File: src/rtl/shift_pkg.sv
// Shared constants and types for the sequential MIPS shift unit:
// funct encodings, FSM state codes, the decoded shift op and its decoder.
package shift_pkg;

   localparam int DEF_WIDTH = 32;
   localparam int DEF_SHW   = 5;

   localparam logic [5:0] FUNCT_SLL = 6'b000000;
   localparam logic [5:0] FUNCT_SRL = 6'b000010;
   localparam logic [5:0] FUNCT_SRA = 6'b000011;

   localparam logic [1:0] IDLE  = 2'd0;
   localparam logic [1:0] SHIFT = 2'd1;
   localparam logic [1:0] DONE  = 2'd2;

   // The funct field is decoded once at accept time, so only two bits of op are stored.
   typedef enum logic [1:0] {
      OP_SLL = 2'd0,
      OP_SRL = 2'd1,
      OP_SRA = 2'd2,
      OP_ILL = 2'd3
   } op_e;

   function automatic op_e decode_funct(input logic [5:0] f);
      op_e op;
      case (f)
         FUNCT_SLL: op = OP_SLL;
         FUNCT_SRL: op = OP_SRL;
         FUNCT_SRA: op = OP_SRA;
         default:   op = OP_ILL;
      endcase
      return op;
   endfunction

endpackage

File: src/rtl/shift_seq_unit_shift1_step.sv
// Single-bit shift of the accumulator by the decoded op; purely combinational.
// An illegal op leaves the value untouched.
module shift1_step
   import shift_pkg::*;
#(
   parameter int WIDTH = DEF_WIDTH
) (
   input  logic [WIDTH-1:0] acc_i,
   input  op_e              op_i,
   output logic [WIDTH-1:0] acc_o
);

   always_comb begin
      acc_o = acc_i;
      case (op_i)
         OP_SLL:  acc_o = {acc_i[WIDTH-2:0], 1'b0};
         OP_SRL:  acc_o = {1'b0, acc_i[WIDTH-1:1]};
         OP_SRA:  acc_o = {acc_i[WIDTH-1], acc_i[WIDTH-1:1]};
         default: acc_o = acc_i;
      endcase
   end

endmodule

File: src/rtl/shift_seq_unit.sv
// Multi-cycle sll/srl/sra unit: one bit position per clock under a start/busy/done
// handshake. start is honoured only in IDLE or DONE; busy and done never overlap.
module shift_seq_unit
   import shift_pkg::*;
#(
   parameter int WIDTH = DEF_WIDTH,
   parameter int SHW   = DEF_SHW
) (
   input  logic             clk,
   input  logic             reset,
   input  logic             start,
   input  logic [5:0]       funct,
   input  logic [WIDTH-1:0] rt,
   input  logic [SHW-1:0]   shamt,
   output logic             busy,
   output logic             done,
   output logic             err,
   output logic [WIDTH-1:0] rd,
   output logic [1:0]       dbg_state
);

   logic [1:0]       state_q, state_d;
   logic [WIDTH-1:0] acc_q, acc_d;
   logic [SHW-1:0]   cnt_q, cnt_d;
   op_e              op_q, op_d;
   logic             err_q, err_d;
   logic [WIDTH-1:0] rd_q, rd_d;

   logic [WIDTH-1:0] acc_step;
   op_e              op_in;
   logic             op_in_ill;

   assign op_in     = decode_funct(funct);
   assign op_in_ill = (op_in == OP_ILL);

   shift1_step #(.WIDTH(WIDTH)) u_step (
      .acc_i (acc_q),
      .op_i  (op_q),
      .acc_o (acc_step)
   );

   always_comb begin
      state_d = state_q;
      acc_d   = acc_q;
      cnt_d   = cnt_q;
      op_d    = op_q;
      err_d   = err_q;
      rd_d    = rd_q;
      case (state_q)
         IDLE, DONE: begin
            if (start) begin
               acc_d   = rt;
               // Illegal ops skip straight to DONE after a single SHIFT cycle.
               cnt_d   = op_in_ill ? '0 : shamt;
               op_d    = op_in;
               err_d   = op_in_ill;
               state_d = SHIFT;
            end else begin
               state_d = IDLE;
            end
         end
         SHIFT: begin
            if (cnt_q != '0) begin
               acc_d = acc_step;
               cnt_d = cnt_q - {{(SHW-1){1'b0}}, 1'b1};
            end else begin
               rd_d    = err_q ? '0 : acc_q;
               state_d = DONE;
            end
         end
         default: state_d = IDLE;
      endcase
   end

   always_ff @(posedge clk or posedge reset) begin
      if (reset) begin
         state_q <= IDLE;
         acc_q   <= '0;
         cnt_q   <= '0;
         op_q    <= OP_SLL;
         err_q   <= 1'b0;
         rd_q    <= '0;
      end else begin
         state_q <= state_d;
         acc_q   <= acc_d;
         cnt_q   <= cnt_d;
         op_q    <= op_d;
         err_q   <= err_d;
         rd_q    <= rd_d;
      end
   end

   assign busy      = (state_q == SHIFT);
   assign done      = (state_q == DONE);
   assign err       = (state_q == DONE) && err_q;
   assign rd        = rd_q;
   assign dbg_state = state_q;

endmodule

File: config.mk
export PLATFORM = sky130hd
export DESIGN_NAME = shift_seq_unit
export DESIGN_NICKNAME = d
export VERILOG_FILES = /design/src/rtl/shift_pkg.sv /design/src/rtl/shift_seq_unit_shift1_step.sv /design/src/rtl/shift_seq_unit.sv
export SDC_FILE = /design/constraint.sdc
export NUM_CORES = 1
export LEC_CHECK = 0
export CORE_ASPECT_RATIO = 1.2
export CORE_MARGIN = 2
export CORE_UTILIZATION = 35
export DETAILED_ROUTE_END_ITERATION = 16
export GPL_TIMING_DRIVEN = 0
export PLACE_DENSITY = 0.71
export SYNTH_ARGS = -nofsm -noshare
export SYNTH_HDL_FRONTEND = slang
export SYNTH_SLANG_ARGS = --single-unit
File: constraint.sdc
create_clock -name clk -period 2.55 [get_ports clk]
set_clock_uncertainty 0.1 [all_clocks]
set_input_delay 0.51 -clock clk [delete_from_list [all_inputs] [get_ports clk]]
set_output_delay 0.51 -clock clk [all_outputs]
set_load 0.1 [all_outputs]
==> flow_metrics.tcl, run 1 <==
set metrics [dict create \
    crit_buf_inv 1 \
    dr.pass1.iters 4 \
    clock-root-buffer "clkbuf_16" \
    synth-edff-count 0 \
    fmax_ghz 0.406 \
    initial_core_util 0.363 \
    slew_headroom 0.333 \
    drcViolationCount 0 \
    synth-seq-area-share 0.504 \
    ys_warn_count 0 \
    placed_cells 575 \
    yosysUniqueCellTypes 36 \
    final_area_mm2 0.00501 \
    dieArea_mm2 0.0113 \
    syn-num-nets 415 \
    grt_usage 0.171 \
    via_per_inst 5.19 \
    clk_path_buf_depth 2 \
    hold_viol_final 0 \
    crit_chain "clkdlybuf4s50_1" \
    drt-total-wl_um 9320 \
    io_buffers 82 \
    rows 40 \
    antenna_found_initial 0 \
    clkTransAtPathRegs_ps 60 \
    drive_gt1_frac 0.0862 \
    status "finished, final reports clean" \
    worstMarginPinSlew_ps 997 \
    synthArstFlopShare 1.00 \
    grt_max_degree 32 \
    grt_pass1_vias 3142 \
    overflow 0 \
    setup_viol_count_final 0 \
    critPathArrivalTime_ps 1850 \
    slew_viol_final 0 \
    diodes 0 \
    placed_area_mm2 0.00471 \
    area_delta_synth_final_pct 36.5 \
    cp_slowest_cell "clkdlybuf4s50_1" \
    path_max_fanout 2 \
    post-dp-hpwl_um 6890 \
    cts_tree "yes" \
    path_class "flop to output pin" \
    synth_seq_cells 74 \
    syn_area_mm2 0.00367 \
    cts_buffers 9 \
    vias 3060 \
    wl_per_cell_um 15.8 \
    min_period_ps 2460 \
    hold_path.class "flop to flop" \
    rsz0062_at_grt "no" \
    drtIter0Drc 166 \
    clk_latency_ps 330 \
    die_x_um 97.5 \
    die_h_um 116 \
    synth_area_per_cell_um2 10.1 \
    htreeDepth 3 \
    core-area_mm2 0.0101 \
    stdcell_count 590 \
    max_stage_delay_ps 1140 \
    path_delay_family "buffers and inverters" \
    final_nets 509 \
    end_kind "output pin" \
    startpoint_type "flop" \
    finalCritPeriodShare 0.965 \
    ctsHoldBuffers 0 \
    grt_pass1_wl_um 15500 \
    critPathRequiredTime_ps 1940 \
    io_pins 83 \
    clock-sinks 74 \
    syn_inst 365 \
    cap_violations 0 \
    antenna_left 0 \
    gp_congestion 0.831 \
    synth_ff_type "dfrtp_1" \
]
## worst paths after layout
check	startpoint	endpoint	slack, ps	depth (start not counted)
worst max register to register	cnt_q[0]	acc_q[0]	330	10
worst min-delay path	rd[22]	rd[22]	370	2
worst min register to register	rd[22]	rd[22]	370	2
worst max-delay path	rd[1]	rd[1]	90	1
max in group asynchronous	reset	dbg_state[0]	1410	3
min in group asynchronous	reset	rd[4]	430	2
## cells in the mapped netlist, types with 2 or more instances
master | count | share of area
buf_4 | 2 | 0.0041
inv_1 | 38 | 0.039
ha_1 | 4 | 0.014
o31ai_1 | 22 | 0.045
mux2i_1 | 30 | 0.082
nand3_1 | 2 | 0.0027
nor2_1 | 12 | 0.012
nor2b_1 | 2 | 0.0034
nand2b_1 | 13 | 0.022
o21a_1 | 3 | 0.0061
a31oi_1 | 3 | 0.0051
a221o_1 | 29 | 0.079
a21oi_1 | 3 | 0.0041
o21ai_0 | 47 | 0.064
buf_2 | 3 | 0.0041
clkbuf_1 | 17 | 0.017
dfrtp_1 | 74 | 0.50
buf_6 | 2 | 0.0061
o2bb2ai_1 | 2 | 0.0048
buf_1 | 5 | 0.0051
nand2_1 | 37 | 0.038
## layout by cell type (no fill, tap or decap), drive strengths merged, types with 14 or more instances in the layout
master,synthesis,routed
clkdlybuf4s50,0,78
mux2i,30,30
a221o,29,29
nand2,37,37
o21ai,47,47
clkbuf,17,28
buf,12,16
inv,39,38
nor2,14,14
o31ai,22,22
dfrtp,74,74
## metrics by stage
step	hold slack, ps	utilization	worst slack (ps)	setup TNS, ps
final	374	0.496	88.0	0
after global routing	401	0.496	39.5	0
after CTS	381	0.495	24.5	0
after detailed placement	369	0.465	-786	-1590
after global placement	363	0.462	-751	-1290
after floorplan	386	-	51.7	0
## flip-flops by register name (all words and copies together), names as in the netlist
register	flops
acc_q	32
cnt_q	5
dbg_state	2
err_q	1
op_q	2
rd	32
## routing by layer
metal | part of all wire | vias to the layer above | GRT usage | routed length [um]
met5 | 0 | - | 0 | 0
met4 | 0.020 | 0 | 0.0713 | 184
met3 | 0.052 | 16 | 0.0317 | 480
met2 | 0.49 | 92 | 0.291 | 4590
met1 | 0.44 | 1474 | 0.216 | 4070
li1 | - | 1478 | - | -
## cell type report
type                            instances  area (um^2)
Fill cell                             926         5100
Sequential cell                        74         1850
Tap cell                              126          158
Timing Repair Buffer                   84          861
Clock buffer                           12          256
Buffer                                 28          136
Inverter                               39          150
Multi-Input combinational cell        223         1550
Clock inverter                          4         50.0
## timing repair
item | in CTS | in global routing
setup buffers | 0 | 0
endpoints found under the setup margin | 3 | 3
resized for setup | 15 | 4
## kinds of logic (layout without fill, tap and decap cells)
family                     after synthesis  after routing  synth area share
AOI/OAI and AO/OA                      113            113             0.218
DFF                                     74             74             0.504
and+or+nand+nor                         74             74            0.0985
buffers and inverters                   68            167            0.0767
muxes                                   32             32            0.0890
adders and majority gates                4              4            0.0136
Power of run 1 is left out: the tool's default activity adds up to more than one toggle a clock period on the data nets, which glitch-free logic cannot reach.
==> run 2: changes to the inputs <==
GPL_TIMING_DRIVEN = 1   (was 0)
==> run 2 against run 1 <==
First-iteration DRC count down 6.6%. Sequential share of layout area up 1.0 points. Hold slack gained 2.2 ps. Setup slack improved by 180 ps. Design area is 2.7% lower. Global-route usage shrank 0.85 points. Via count is 1.6% lower. Critical path type is now flop to flop. Largest cell class unchanged. Highest routed layer unchanged.
==> flow_metrics.tcl, run 2 (synthesized netlist as in run 1, its figures left out) <==
set metrics [dict create \
    drtIter0Drc 155 \
    overflow 0 \
    grt_pass1_vias 3017 \
    grt_usage 0.162 \
    wl_per_cell_um 15.5 \
    die_x_um 97.5 \
    clock-root-buffer "clkbuf_16" \
    diodes 0 \
    core-area_mm2 0.0101 \
    antenna_found_initial 0 \
    final_common_cell "dfrtp_1" \
    end_kind "flop" \
    whs_ps 376 \
    clkTransAtPathRegs_ps 60 \
    startpoint_type "flop" \
    path_delay_family "compound AO/OA/AOI/OAI gates" \
    dieArea_mm2 0.0113 \
    place_ws_ps 286 \
    crit_buf_inv 2 \
    io_buffers 82 \
    slew_headroom 0.476 \
    setup_viol_count_final 0 \
    cts_post_setup_buffers_inserted 0 \
    grt_pass1_wl_um 14900 \
    path_max_fanout 22 \
    utilization 0.482 \
    cp_slowest_cell "o21a_1" \
    critPathArrivalTime_ps 2430 \
    min_period_ps 2280 \
    path_class "flop to flop" \
    crit_chain "inv_1 > ha_1 > o21a_1 > buf_4 > a221o_1 > o21ai_0 > mux2i_1" \
    slew_viol_final 0 \
    htreeDepth 3 \
    grt_max_degree 75 \
    antenna_left 0 \
    via_per_inst 5.23 \
    grt.busiest_layer "met2" \
    initial_core_util 0.363 \
    vias 3010 \
    cts_buffers 9 \
    hold_viol_final 0 \
    die_h_um 116 \
    cts_resized 0 \
    max_stage_delay_ps 640 \
    clock-sinks 74 \
    gp_congestion 0.835 \
    use_met3 0.0407 \
    cap_violations 0 \
    cts_tree "yes" \
    ctsHoldBuffers 0 \
    dr.pass1.iters 4 \
    status "finished, final reports clean" \
    post-dp-hpwl_um 6250 \
    rsz0062_at_grt "no" \
    io_pins 83 \
    drive_gt1_frac 0.178 \
    setup_slack_ps 270 \
    clk_latency_ps 330 \
    met1_usage 0.210 \
    finalSetupTns_ps 0 \
    drt-total-wl_um 8940 \
    fmax_ghz 0.439 \
    hold_path.class "flop to flop" \
    use_met2 0.270 \
    finalCritPeriodShare 0.894 \
    clk_path_buf_depth 2 \
    worstMarginPinSlew_ps 786 \
    final_nets 494 \
    critPathRequiredTime_ps 2700 \
    drcViolationCount 0 \
    rows 40 \
    final_cell_mix "72 x dfrtp_1, 49 x buf_4, 47 x o21ai_0" \
    area_delta_synth_final_pct 32.8 \
]
run 2: changes by cell type in the layout (fill, tap and decap cells not counted), moves of 2 or more:
cell	change
buf_4	+46
clkinvlp_4	-2
buf_6	-3
clkbuf_1	-13
clkdlybuf4s50_1	-33
buf_1	-5
buf_2	-3
run 2: through the flow:
stage	cells	area, um^2
after floorplan	365	3690
after global placement	559	4590
after detailed placement	559	4590
after CTS	575	4870
after global routing	575	4870
final	575	4870
run 2: final cells by class:
cell class	count	area [um^2]
clock buffer	14	274
clock inverter	2	10.0
fill	960	5240
inverter	39	150
multi-input combinational	223	1550
sequential	74	1850
tap	126	158
timing repair buffer	97	878
run 2: per-layer routing:
metal  wire (um)  up-vias
met5           0        -
met4         114        0
met3         457        9
met2        4370       77
met1        3990     1472
li1            -     1452
run 2: worst register-to-register path: cells and delay by family (launching register included):
family	cells	cell delay, ps
AOI/OAI and AO/OA	3	870
DFF	1	390
buffers and inverters	2	380
adders and majority gates	1	300
muxes	1	150
run 2: final timing paths:
kind	from	end	slack [ps]	cells after the start
worst max register to register	op_q[0]	acc_q[14]	270	7
worst max-delay path	op_q[0]	acc_q[14]	270	7
max in group asynchronous	reset	dbg_state[0]	1490	3
worst min register to register	rd[29]	rd[29]	380	2
worst min-delay path	rd[29]	rd[29]	380	2
min in group asynchronous	reset	acc_q[2]	550	3
Power of run 2 is left out for the same reason.
==> run 3: changes to the inputs <==
PLACE_DENSITY = default   (was 0.71)
==> run 3 against run 2 <==
Critical path type is now flop to output pin. Register-to-register slack better by 140 ps. Sequential cell count unchanged. Setup slack got worse by 130 ps. Non-clock buffer count grew 3. Utilization is 0.93 points higher. Cell count rose by 0.52%. Global-route usage is 0.76 points higher. Count of clock-buffer cells in the layout down 5. Maximum frequency decreased by 5.4%. Via count rose by 2.0%. First-iteration DRC count rose by 2.6%.
==> flow_metrics.tcl, run 3 (synthesized netlist as in run 1, its figures left out) <==
set metrics [dict create \
    status "finished, final reports clean" \
    cts_resized 0 \
    drtIter0Drc 159 \
    cp_slowest_cell "dfrtp_2" \
    rows 40 \
    antenna_found_initial 0 \
    wl_met1_um 3970 \
    end_kind "output pin" \
    wl_met3_um 467 \
    drive_gt1_frac 0.188 \
    die_x_um 97.5 \
    diodes 0 \
    slew_viol_final 0 \
    startpoint_type "flop" \
    crit_chain "nand2b_1 > inv_1 > buf_4 > buf_12" \
    core-area_mm2 0.0101 \
    finalSetupTns_ps 0 \
    die_h_um 116 \
    worstMarginPinSlew_ps 660 \
    overflow 0 \
    wl_per_cell_um 16.2 \
    wl_met2_um 4720 \
    final_cell_mix "72 x dfrtp_1, 51 x buf_4, 47 x o21ai_0" \
    path_max_fanout 13 \
    setup_viol_count_final 0 \
    post-dp-hpwl_um 6620 \
    fmax_ghz 0.415 \
    clk_path_buf_depth 2 \
    area_delta_synth_final_pct 35.3 \
    final_nets 497 \
    drt-total-wl_um 9350 \
    critPathArrivalTime_ps 1800 \
    grt_pass1_vias 3063 \
    via_per_inst 5.31 \
    rsz0062_at_grt "no" \
    cts_post_setup_buffers_inserted 0 \
    antenna_left 0 \
    hold_viol_final 0 \
    grt_pass1_wl_um 15200 \
    clock-sinks 74 \
    clock-root-buffer "clkbuf_16" \
    clk_latency_ps 340 \
    critPathRequiredTime_ps 1940 \
    dr.pass1.iters 4 \
    cts_tree "yes" \
    max_stage_delay_ps 440 \
    grt_usage 0.170 \
    clkTransAtPathRegs_ps 60 \
    io_pins 83 \
    finalCritPeriodShare 0.945 \
    final_common_cell "dfrtp_1" \
    cts_buffers 9 \
    initial_core_util 0.363 \
    slew_headroom 0.560 \
    dieArea_mm2 0.0113 \
    routed.top_layer "met4" \
    drcViolationCount 0 \
    ctsHoldBuffers 0 \
    vias 3071 \
    gp_congestion 0.776 \
    path_class "flop to output pin" \
    htreeDepth 3 \
    min_period_ps 2410 \
    cap_violations 0 \
    hold_path.class "flop to flop" \
    io_buffers 82 \
    grt_max_degree 46 \
]
## run 3: layout make-up
type                       instances  area, um^2
fill                             960        5140
multi-input combinational        223        1550
inverter                          39         150
sequential                        74        1850
clock inverter                     7         118
clock buffer                       9         225
timing repair buffer             100         913
tap                              126         158
## run 3: routing by layer
metal | GRT usage | vias to the layer above
met4 | 0.0815 | 0
met5 | 0 | -
met2 | 0.291 | 89
li1 | - | 1459
met1 | 0.213 | 1508
met3 | 0.0263 | 15
## run 3: path summary, 6_finish.rpt
check                             startpoint        end  slack, ps  depth (start not counted)
worst max-delay path            dbg_state[0]       busy        140                          4
worst min-delay path                  rd[20]     rd[20]        380                          2
worst max register to register       op_q[0]  acc_q[12]        410                          7
worst min register to register        rd[20]     rd[20]        380                          2
max in group asynchronous              reset     rd[15]       1250                          3
min in group asynchronous              reset  acc_q[28]        490                          2
## run 3: worst max-delay path, delay by kind of cell, from the launching register on
family | cells | cell delay, ps
flops | 1 | 440
buf+inv | 3 | 610
simple gates | 1 | 400
## run 3: metrics by stage
step | instances | util | area [um^2] | hold WS, ps | setup WS, ps
6_report | 578 | 0.491 | 4970 | 377 | 139
5_1_grt | 578 | 0.491 | 4970 | 403 | 12.2
4_1_cts | 578 | 0.491 | 4970 | 384 | 129
3_5_place_dp | 562 | 0.458 | 4630 | 371 | 262
3_3_place_gp | 562 | 0.458 | 4630 | 362 | 341
2_1_floorplan | 365 | - | 3690 | 386 | 51.7
Power of run 3 is left out for the same reason.
